File: src/rtl/decode_stage_if.sv
// ID/EX bundle: decoded control, operands and immediate handed from decode to execute.
// master drives the registered fields, slave (execute) consumes them.
interface decode_stage_if #(
  parameter int XLEN = 32
);
  logic            ex_valid;
  logic [XLEN-1:0] ex_pc;
  logic [XLEN-1:0] ex_imm;
  logic [XLEN-1:0] ex_rs1_val;
  logic [XLEN-1:0] ex_rs2_val;
  logic [4:0]      ex_rs1;
  logic [4:0]      ex_rs2;
  logic [4:0]      ex_rd;
  logic [2:0]      ex_funct3;
  logic [3:0]      ex_alu_ctrl;
  logic            ex_alu_src_pc;
  logic            ex_alu_src_imm;
  logic            ex_reg_write;
  logic            ex_mem_read;
  logic            ex_mem_write;
  logic            ex_branch;
  logic            ex_jump;
  logic [1:0]      ex_result_src;
  logic            ex_illegal;

  modport master (
    output ex_valid, ex_pc, ex_imm, ex_rs1_val, ex_rs2_val, ex_rs1, ex_rs2, ex_rd,
           ex_funct3, ex_alu_ctrl, ex_alu_src_pc, ex_alu_src_imm, ex_reg_write,
           ex_mem_read, ex_mem_write, ex_branch, ex_jump, ex_result_src, ex_illegal
  );
  modport slave (
    input  ex_valid, ex_pc, ex_imm, ex_rs1_val, ex_rs2_val, ex_rs1, ex_rs2, ex_rd,
           ex_funct3, ex_alu_ctrl, ex_alu_src_pc, ex_alu_src_imm, ex_reg_write,
           ex_mem_read, ex_mem_write, ex_branch, ex_jump, ex_result_src, ex_illegal
  );
endinterface

File: src/rtl/decode_stage.sv
// RV32I decode with ID/EX register; decoded fields reach ex_* one clk after the instruction is presented.
// Backpressure: id_stall holds fetch and IF/ID for one cycle on a load-use hazard; flush overrides it.
module decode_stage #(
  parameter int XLEN = 32
) (
  input  logic            clk,
  input  logic            reset,
  input  logic            if_valid,
  input  logic [31:0]     if_instr,
  input  logic [XLEN-1:0] if_pc,
  input  logic            flush,
  output logic            id_stall,
  output logic [4:0]      rf_a1,
  output logic [4:0]      rf_a2,
  input  logic [XLEN-1:0] rf_rs1,
  input  logic [XLEN-1:0] rf_rs2,
  input  logic            wb_write,
  input  logic [4:0]      wb_rd,
  input  logic [XLEN-1:0] wb_data,
  decode_stage_if.master  ex
);

  localparam logic [6:0] OP_R      = 7'b0110011;
  localparam logic [6:0] OP_I      = 7'b0010011;
  localparam logic [6:0] OP_LOAD   = 7'b0000011;
  localparam logic [6:0] OP_STORE  = 7'b0100011;
  localparam logic [6:0] OP_BRANCH = 7'b1100011;
  localparam logic [6:0] OP_JAL    = 7'b1101111;
  localparam logic [6:0] OP_JALR   = 7'b1100111;
  localparam logic [6:0] OP_LUI    = 7'b0110111;
  localparam logic [6:0] OP_AUIPC  = 7'b0010111;

  localparam logic [3:0] ALU_ADD = 4'd0, ALU_SUB = 4'd1, ALU_SLL = 4'd2, ALU_SLT = 4'd3;
  localparam logic [3:0] ALU_SLTU = 4'd4, ALU_XOR = 4'd5, ALU_SRL = 4'd6, ALU_SRA = 4'd7;
  localparam logic [3:0] ALU_OR = 4'd8, ALU_AND = 4'd9, ALU_PASSB = 4'd10;

  typedef struct packed {
    logic            valid;
    logic [XLEN-1:0] pc;
    logic [XLEN-1:0] imm;
    logic [XLEN-1:0] rs1_val;
    logic [XLEN-1:0] rs2_val;
    logic [4:0]      rs1;
    logic [4:0]      rs2;
    logic [4:0]      rd;
    logic [2:0]      funct3;
    logic [3:0]      alu_ctrl;
    logic            alu_src_pc;
    logic            alu_src_imm;
    logic            reg_write;
    logic            mem_read;
    logic            mem_write;
    logic            branch;
    logic            jump;
    logic [1:0]      result_src;
    logic            illegal;
  } idex_t;

  logic [6:0]      opcode;
  logic [2:0]      funct3;
  logic [3:0]      alu_op;
  logic            use_rs1;
  logic            use_rs2;
  logic            hazard;
  logic [XLEN-1:0] imm_i, imm_s, imm_b, imm_u, imm_j;
  idex_t           dec;
  idex_t           ex_q;

  assign opcode = if_instr[6:0];
  assign funct3 = if_instr[14:12];
  assign rf_a1  = if_instr[19:15];
  assign rf_a2  = if_instr[24:20];

  assign imm_i = {{20{if_instr[31]}}, if_instr[31:20]};
  assign imm_s = {{20{if_instr[31]}}, if_instr[31:25], if_instr[11:7]};
  assign imm_b = {{19{if_instr[31]}}, if_instr[31], if_instr[7], if_instr[30:25], if_instr[11:8], 1'b0};
  assign imm_u = {if_instr[31:12], 12'b0};
  assign imm_j = {{11{if_instr[31]}}, if_instr[31], if_instr[19:12], if_instr[20], if_instr[30:21], 1'b0};

  // Register-file write lands on the same edge we capture, so forward it through.
  function automatic logic [XLEN-1:0] src_val(input logic [4:0] a, input logic [XLEN-1:0] rf,
                                               input logic wr, input logic [4:0] wrd,
                                               input logic [XLEN-1:0] wdat);
    if (a == 5'd0)             return '0;
    else if (wr && (wrd == a)) return wdat;
    else                       return rf;
  endfunction

  always_comb begin
    alu_op = ALU_ADD;
    case (funct3)
      3'b000: alu_op = (opcode == OP_R && if_instr[30]) ? ALU_SUB : ALU_ADD;
      3'b001: alu_op = ALU_SLL;
      3'b010: alu_op = ALU_SLT;
      3'b011: alu_op = ALU_SLTU;
      3'b100: alu_op = ALU_XOR;
      3'b101: alu_op = if_instr[30] ? ALU_SRA : ALU_SRL;
      3'b110: alu_op = ALU_OR;
      3'b111: alu_op = ALU_AND;
      default: alu_op = ALU_ADD;
    endcase
  end

  always_comb begin
    dec        = '0;
    use_rs1    = 1'b0;
    use_rs2    = 1'b0;
    dec.valid  = 1'b1;
    dec.pc     = if_pc;
    dec.funct3 = funct3;
    case (opcode)
      OP_R: begin
        use_rs1 = 1'b1; use_rs2 = 1'b1;
        dec.alu_ctrl = alu_op; dec.reg_write = 1'b1;
      end
      OP_I: begin
        use_rs1 = 1'b1;
        dec.imm = imm_i; dec.alu_ctrl = alu_op; dec.alu_src_imm = 1'b1; dec.reg_write = 1'b1;
      end
      OP_LOAD: begin
        use_rs1 = 1'b1;
        dec.imm = imm_i; dec.alu_src_imm = 1'b1; dec.reg_write = 1'b1;
        dec.mem_read = 1'b1; dec.result_src = 2'd1;
      end
      OP_STORE: begin
        use_rs1 = 1'b1; use_rs2 = 1'b1;
        dec.imm = imm_s; dec.alu_src_imm = 1'b1; dec.mem_write = 1'b1;
      end
      OP_BRANCH: begin
        use_rs1 = 1'b1; use_rs2 = 1'b1;
        dec.imm = imm_b; dec.alu_ctrl = ALU_SUB; dec.branch = 1'b1;
      end
      OP_JAL: begin
        dec.imm = imm_j; dec.alu_src_pc = 1'b1; dec.alu_src_imm = 1'b1;
        dec.jump = 1'b1; dec.reg_write = 1'b1; dec.result_src = 2'd2;
      end
      OP_JALR: begin
        use_rs1 = 1'b1;
        dec.imm = imm_i; dec.alu_src_imm = 1'b1;
        dec.jump = 1'b1; dec.reg_write = 1'b1; dec.result_src = 2'd2;
      end
      OP_LUI: begin
        dec.imm = imm_u; dec.alu_ctrl = ALU_PASSB; dec.alu_src_imm = 1'b1; dec.reg_write = 1'b1;
      end
      OP_AUIPC: begin
        dec.imm = imm_u; dec.alu_src_pc = 1'b1; dec.alu_src_imm = 1'b1; dec.reg_write = 1'b1;
      end
      default: dec.illegal = 1'b1;
    endcase
    dec.rs1     = use_rs1 ? rf_a1 : 5'd0;
    dec.rs2     = use_rs2 ? rf_a2 : 5'd0;
    dec.rd      = dec.reg_write ? if_instr[11:7] : 5'd0;
    dec.rs1_val = src_val(dec.rs1, rf_rs1, wb_write, wb_rd, wb_data);
    dec.rs2_val = src_val(dec.rs2, rf_rs2, wb_write, wb_rd, wb_data);
  end

  assign hazard = if_valid && ex_q.valid && ex_q.mem_read && (ex_q.rd != 5'd0) &&
                  ((use_rs1 && (rf_a1 == ex_q.rd)) || (use_rs2 && (rf_a2 == ex_q.rd)));
  assign id_stall = hazard && !flush && !reset;

  always_ff @(posedge clk or posedge reset) begin
    if (reset)                          ex_q <= '0;
    else if (flush || hazard || !if_valid) ex_q <= '0;
    else                                ex_q <= dec;
  end

  assign ex.ex_valid       = ex_q.valid;
  assign ex.ex_pc          = ex_q.pc;
  assign ex.ex_imm         = ex_q.imm;
  assign ex.ex_rs1_val     = ex_q.rs1_val;
  assign ex.ex_rs2_val     = ex_q.rs2_val;
  assign ex.ex_rs1         = ex_q.rs1;
  assign ex.ex_rs2         = ex_q.rs2;
  assign ex.ex_rd          = ex_q.rd;
  assign ex.ex_funct3      = ex_q.funct3;
  assign ex.ex_alu_ctrl    = ex_q.alu_ctrl;
  assign ex.ex_alu_src_pc  = ex_q.alu_src_pc;
  assign ex.ex_alu_src_imm = ex_q.alu_src_imm;
  assign ex.ex_reg_write   = ex_q.reg_write;
  assign ex.ex_mem_read    = ex_q.mem_read;
  assign ex.ex_mem_write   = ex_q.mem_write;
  assign ex.ex_branch      = ex_q.branch;
  assign ex.ex_jump        = ex_q.jump;
  assign ex.ex_result_src  = ex_q.result_src;
  assign ex.ex_illegal     = ex_q.illegal;

endmodule

File: src/flat_wrapper.sv
// flat-port wrapper written by rule: the top's interface ports become plain ports
module decode_stage_flat 
#(
  parameter int XLEN = 32
)
  (clk, reset, if_valid, if_instr, if_pc, flush, id_stall, rf_a1, rf_a2, rf_rs1, rf_rs2, wb_write, wb_rd, wb_data, ex_ex_valid, ex_ex_pc, ex_ex_imm, ex_ex_rs1_val, ex_ex_rs2_val, ex_ex_rs1, ex_ex_rs2, ex_ex_rd, ex_ex_funct3, ex_ex_alu_ctrl, ex_ex_alu_src_pc, ex_ex_alu_src_imm, ex_ex_reg_write, ex_ex_mem_read, ex_ex_mem_write, ex_ex_branch, ex_ex_jump, ex_ex_result_src, ex_ex_illegal);
  decode_stage_if #(.XLEN(XLEN)) ex_i ();
  input  logic clk;
  input  logic reset;
  input  logic if_valid;
  input  logic [31:0] if_instr;
  input  logic [XLEN-1:0] if_pc;
  input  logic flush;
  output logic id_stall;
  output logic [4:0] rf_a1;
  output logic [4:0] rf_a2;
  input  logic [XLEN-1:0] rf_rs1;
  input  logic [XLEN-1:0] rf_rs2;
  input  logic wb_write;
  input  logic [4:0] wb_rd;
  input  logic [XLEN-1:0] wb_data;
  output wire logic [$bits(ex_i.ex_valid)-1:0] ex_ex_valid;
  output wire logic [$bits(ex_i.ex_pc)-1:0] ex_ex_pc;
  output wire logic [$bits(ex_i.ex_imm)-1:0] ex_ex_imm;
  output wire logic [$bits(ex_i.ex_rs1_val)-1:0] ex_ex_rs1_val;
  output wire logic [$bits(ex_i.ex_rs2_val)-1:0] ex_ex_rs2_val;
  output wire logic [$bits(ex_i.ex_rs1)-1:0] ex_ex_rs1;
  output wire logic [$bits(ex_i.ex_rs2)-1:0] ex_ex_rs2;
  output wire logic [$bits(ex_i.ex_rd)-1:0] ex_ex_rd;
  output wire logic [$bits(ex_i.ex_funct3)-1:0] ex_ex_funct3;
  output wire logic [$bits(ex_i.ex_alu_ctrl)-1:0] ex_ex_alu_ctrl;
  output wire logic [$bits(ex_i.ex_alu_src_pc)-1:0] ex_ex_alu_src_pc;
  output wire logic [$bits(ex_i.ex_alu_src_imm)-1:0] ex_ex_alu_src_imm;
  output wire logic [$bits(ex_i.ex_reg_write)-1:0] ex_ex_reg_write;
  output wire logic [$bits(ex_i.ex_mem_read)-1:0] ex_ex_mem_read;
  output wire logic [$bits(ex_i.ex_mem_write)-1:0] ex_ex_mem_write;
  output wire logic [$bits(ex_i.ex_branch)-1:0] ex_ex_branch;
  output wire logic [$bits(ex_i.ex_jump)-1:0] ex_ex_jump;
  output wire logic [$bits(ex_i.ex_result_src)-1:0] ex_ex_result_src;
  output wire logic [$bits(ex_i.ex_illegal)-1:0] ex_ex_illegal;
  assign ex_ex_valid = ex_i.ex_valid;
  assign ex_ex_pc = ex_i.ex_pc;
  assign ex_ex_imm = ex_i.ex_imm;
  assign ex_ex_rs1_val = ex_i.ex_rs1_val;
  assign ex_ex_rs2_val = ex_i.ex_rs2_val;
  assign ex_ex_rs1 = ex_i.ex_rs1;
  assign ex_ex_rs2 = ex_i.ex_rs2;
  assign ex_ex_rd = ex_i.ex_rd;
  assign ex_ex_funct3 = ex_i.ex_funct3;
  assign ex_ex_alu_ctrl = ex_i.ex_alu_ctrl;
  assign ex_ex_alu_src_pc = ex_i.ex_alu_src_pc;
  assign ex_ex_alu_src_imm = ex_i.ex_alu_src_imm;
  assign ex_ex_reg_write = ex_i.ex_reg_write;
  assign ex_ex_mem_read = ex_i.ex_mem_read;
  assign ex_ex_mem_write = ex_i.ex_mem_write;
  assign ex_ex_branch = ex_i.ex_branch;
  assign ex_ex_jump = ex_i.ex_jump;
  assign ex_ex_result_src = ex_i.ex_result_src;
  assign ex_ex_illegal = ex_i.ex_illegal;
  decode_stage #(.XLEN(XLEN)) u_core (.clk(clk), .reset(reset), .if_valid(if_valid), .if_instr(if_instr), .if_pc(if_pc), .flush(flush), .id_stall(id_stall), .rf_a1(rf_a1), .rf_a2(rf_a2), .rf_rs1(rf_rs1), .rf_rs2(rf_rs2), .wb_write(wb_write), .wb_rd(wb_rd), .wb_data(wb_data), .ex(ex_i));
endmodule
File: config.mk
export PLATFORM = sky130hd
export DESIGN_NAME = decode_stage_flat
export DESIGN_NICKNAME = d
export VERILOG_FILES = /design/src/rtl/decode_stage_if.sv /design/src/rtl/decode_stage.sv /design/src/flat_wrapper.sv
export SDC_FILE = /design/constraint.sdc
export NUM_CORES = 1
export LEC_CHECK = 0
export ABC_AREA = 1
export CORE_ASPECT_RATIO = 0.5
export CORE_MARGIN = 1.5
export CORE_UTILIZATION = 42
export CTS_BUF_LIST = sky130_fd_sc_hd__clkbuf_2
export DETAILED_ROUTE_END_ITERATION = 12
export PLACE_DENSITY_LB_ADDON = 0.12
export SLEW_MARGIN = 20
export SYNTH_ARGS = -nofsm -noshare
export SYNTH_HDL_FRONTEND = slang
export SYNTH_SLANG_ARGS = --single-unit
File: constraint.sdc
create_clock -name clk -period 5.25 [get_ports clk]
set_input_delay 0.525 -clock clk [delete_from_list [all_inputs] [get_ports clk]]
set_output_delay 0.525 -clock clk [all_outputs]
set_load 0.02 [all_outputs]
==> metrics.cfg <==
[grt]
grt_use_met3_pct = 8.39
grt_busiest_layer = met2
grt_pass1_vias = 6795
met2_usage_pct = 45.0
grt_pass1_wl_um = 35200
antenna_found_initial = 0
grt_max_degree = 72
grt_overflow = 0
track_usage_pct = 25.6
met1_usage_pct = 30.1

[clock_network]
cts_sinks = 160
cts_buffers = 17
clock_path_buffers = 2
cts_tree = built
clock_latency_ps = 700
clockRootBuffer = clkbuf_2
cts_setup_buffers = 0
path_clk_slew_ps = 240
holdBufCountCts = 0
htree_num_levels = 4
cts_resized = 0

[sta]
hold_viol_final = 0
fin_ws_ps = 1760
setup_viol = 0
maxSlewHeadroom_pct = 40.2
clock_skew_ps = 33.1
fmax_mhz = 287
tns_ps = 0
tightest_slew_ps = 895
whs_ps = 294
period_minus_slack_ps = 3490
rsz0062_at_grt = false
report.final.slew_viol_count = 0
fin_crit_sh_pct = 66.5

[drt]
wl_um = 22600
wl_per_cell_um = 15.8
drtIter0Drc = 369
antenna_left = 0
drc = 0
num_vias = 6759
viasPerCell = 4.73
first_pass_iters = 5

[critical_path]
arrival_ps = 4120
start_kind = input port
required_ps = 5880
crit_path_max_fanout = 33
end_kind = flip-flop
criticalPathCategory = input port to flip-flop

[yosys]
syn_area_um2 = 7210
syn-num-nets = 1042
yosysWarnings = 0
syn_inst = 872
syn-mean-instance-area_um2 = 8.26
ys_seq_elements = 160
synth_cell_types = 31
ys_seq_area_share_pct = 55.6

[die]
core_um2 = 16600
row_count = 33
die_y_um = 95.6
die_w_um = 188
initial_utilization_pct = 43.5
io_pins = 342
dieArea_um2 = 18000

[job]
drv_cap = 0

[status]
status = finished, final reports clean

[hold_path]
holdCritPathClass = input port to async pin

[power_and_ir_drop]
power_density_nw_per_um2 = 204
power.leakage_nw = 5.41
power.total_mw = 2.22
ir_worst_vdd_v = 0.000132

[placement]
numPortBuffers = 341
place_inst = 1399
gp_congestion = 0.865
pre_cts_ws_ps = 1100
dp_hpwl_um = 16600

[finish]
antennaDiodeCount = 0
final_nets = 1361
area_growth_pct = 51.1
fin_cells = 1430
drive_gt1_share_pct = 5.57

[state kept, by name (all words and copies together) (netlist names)]
name and count:
u_core.ex.ex_imm 32, u_core.ex.ex_pc 32, u_core.ex.ex_rs1_val 32, u_core.ex.ex_rs2_val 32, u_core.ex.ex_rd 5, u_core.ex.ex_rs1 5
u_core.ex.ex_rs2 5, u_core.ex.ex_alu_ctrl 4, u_core.ex.ex_funct3 3, u_core.ex.ex_alu_src_imm 1, u_core.ex.ex_alu_src_pc 1, u_core.ex.ex_branch 1
u_core.ex.ex_illegal 1, u_core.ex.ex_jump 1, u_core.ex.ex_mem_read 1, u_core.ex.ex_mem_write 1, u_core.ex.ex_reg_write 1, u_core.ex.ex_result_src 1
u_core.ex.ex_valid 1
[power breakdown]
group	switching [mW]	total, mW	leakage [nW]	internal [mW]
clock network	0.430	0.596	0.122	0.165
registers	0.00499	1.26	2.21	1.25
logic	0.188	0.370	3.07	0.182
total	0.623	2.22	5.41	1.60
[critical path: stages]
cell and delay, ps:
clkdlybuf4s50_1 600, nand3_1 200, nor2_2 240, nor2_4 60
nand3_2 230, nand2_1 150, nand2_1 90, nand2_1 80
nor2_4 650, nand3_2 860, nand2_1 250, inv_1 60
nor2_1 110
[kinds of logic (layout without fill, tap and decap cells)]
group	count (synthesis)	count (layout)	share of synthesized area (%)
XOR/XNOR	11	11	1.34
buffers and inverters	226	557	13.4
AO/OA/AOI/OAI	73	73	5.49
AND/OR/NAND/NOR	402	402	24.3
flip-flops	160	160	55.6
[cell usage in the layout, fill, tap and decap left out, types with 5 or more instances in the layout]
| master | Yosys | layout |
|---|---|---|
| nand4_1 | 35 | 35 |
| nor2_1 | 146 | 146 |
| clkdlybuf4s50_1 | 0 | 341 |
| xor2_1 | 8 | 8 |
| a21oi_1 | 55 | 54 |
| nor2_2 | 6 | 6 |
| a22oi_1 | 5 | 5 |
| inv_1 | 172 | 171 |
| nand2_2 | 12 | 12 |
| clkbuf_2 | 0 | 19 |
| nand3_1 | 46 | 46 |
| buf_4 | 14 | 9 |
| o21ai_0 | 6 | 6 |
| nor3_1 | 7 | 7 |
| nand2_1 | 142 | 141 |
| dfrtp_1 | 160 | 160 |
[through the flow]
step,area (um2),utilization (%)
2_1_floorplan,7210,-
3_3_place_gp,10700,64.6
3_5_place_dp,10700,64.6
4_1_cts,10900,65.7
5_1_grt,10900,65.7
6_report,10900,65.7
[cells in the mapped netlist (all sizes together)]
cell    instances  share of area, %
xor2            8              0.97
nor2          154               8.4
a211oi          1              0.10
buf            44               3.9
a221oi          1              0.12
nand4          35               3.0
clkinv          1             0.052
o21ai           9              0.68
clkbuf          6              0.31
inv           175               9.1
nand3          48               3.5
o41ai           1              0.12
dfrtp         160                56
nor3            7              0.49
a41oi           1              0.12
a21oi          55               3.8
nand3b          2              0.21
a22oi           5              0.52
nor4            2              0.17
xnor2           3              0.36
nand2         154               8.4
[worst paths after layout]
kind,slack [ps],cells past startpoint,from,endpoint
worst max-delay path,1760,13,if_instr[6],u_core.ex.ex_rs1_val[20]
worst min-delay path,290,2,reset,u_core.ex.ex_imm[17]
worst max register to register,2710,10,u_core.ex.ex_rd[0],u_core.ex.ex_rs2_val[22]
worst min register to register,1170,4,u_core.ex.ex_valid,u_core.ex.ex_rs1[0]
max in group asynchronous,3880,3,reset,u_core.ex.ex_pc[23]
min in group clk,300,3,if_pc[1],u_core.ex.ex_pc[1]
[per-layer routing]
metal / vias up / routed length, um
li1: 3281 / -
met1: 3189 / 8970
met2: 253 / 11300
met3: 36 / 1870
met4: 0 / 396
met5: - / 0
[area by class of cell]
type | count | area (um2)
clock inverter | 12 | 93.8
sequential | 160 | 4000
multi-input combinational | 486 | 2260
clock buffer | 19 | 95.1
fill | 1404 | 5670
tap | 227 | 284
timing repair buffer | 350 | 3480
inverter | 176 | 666
Power figures use the tool's default switching activity.
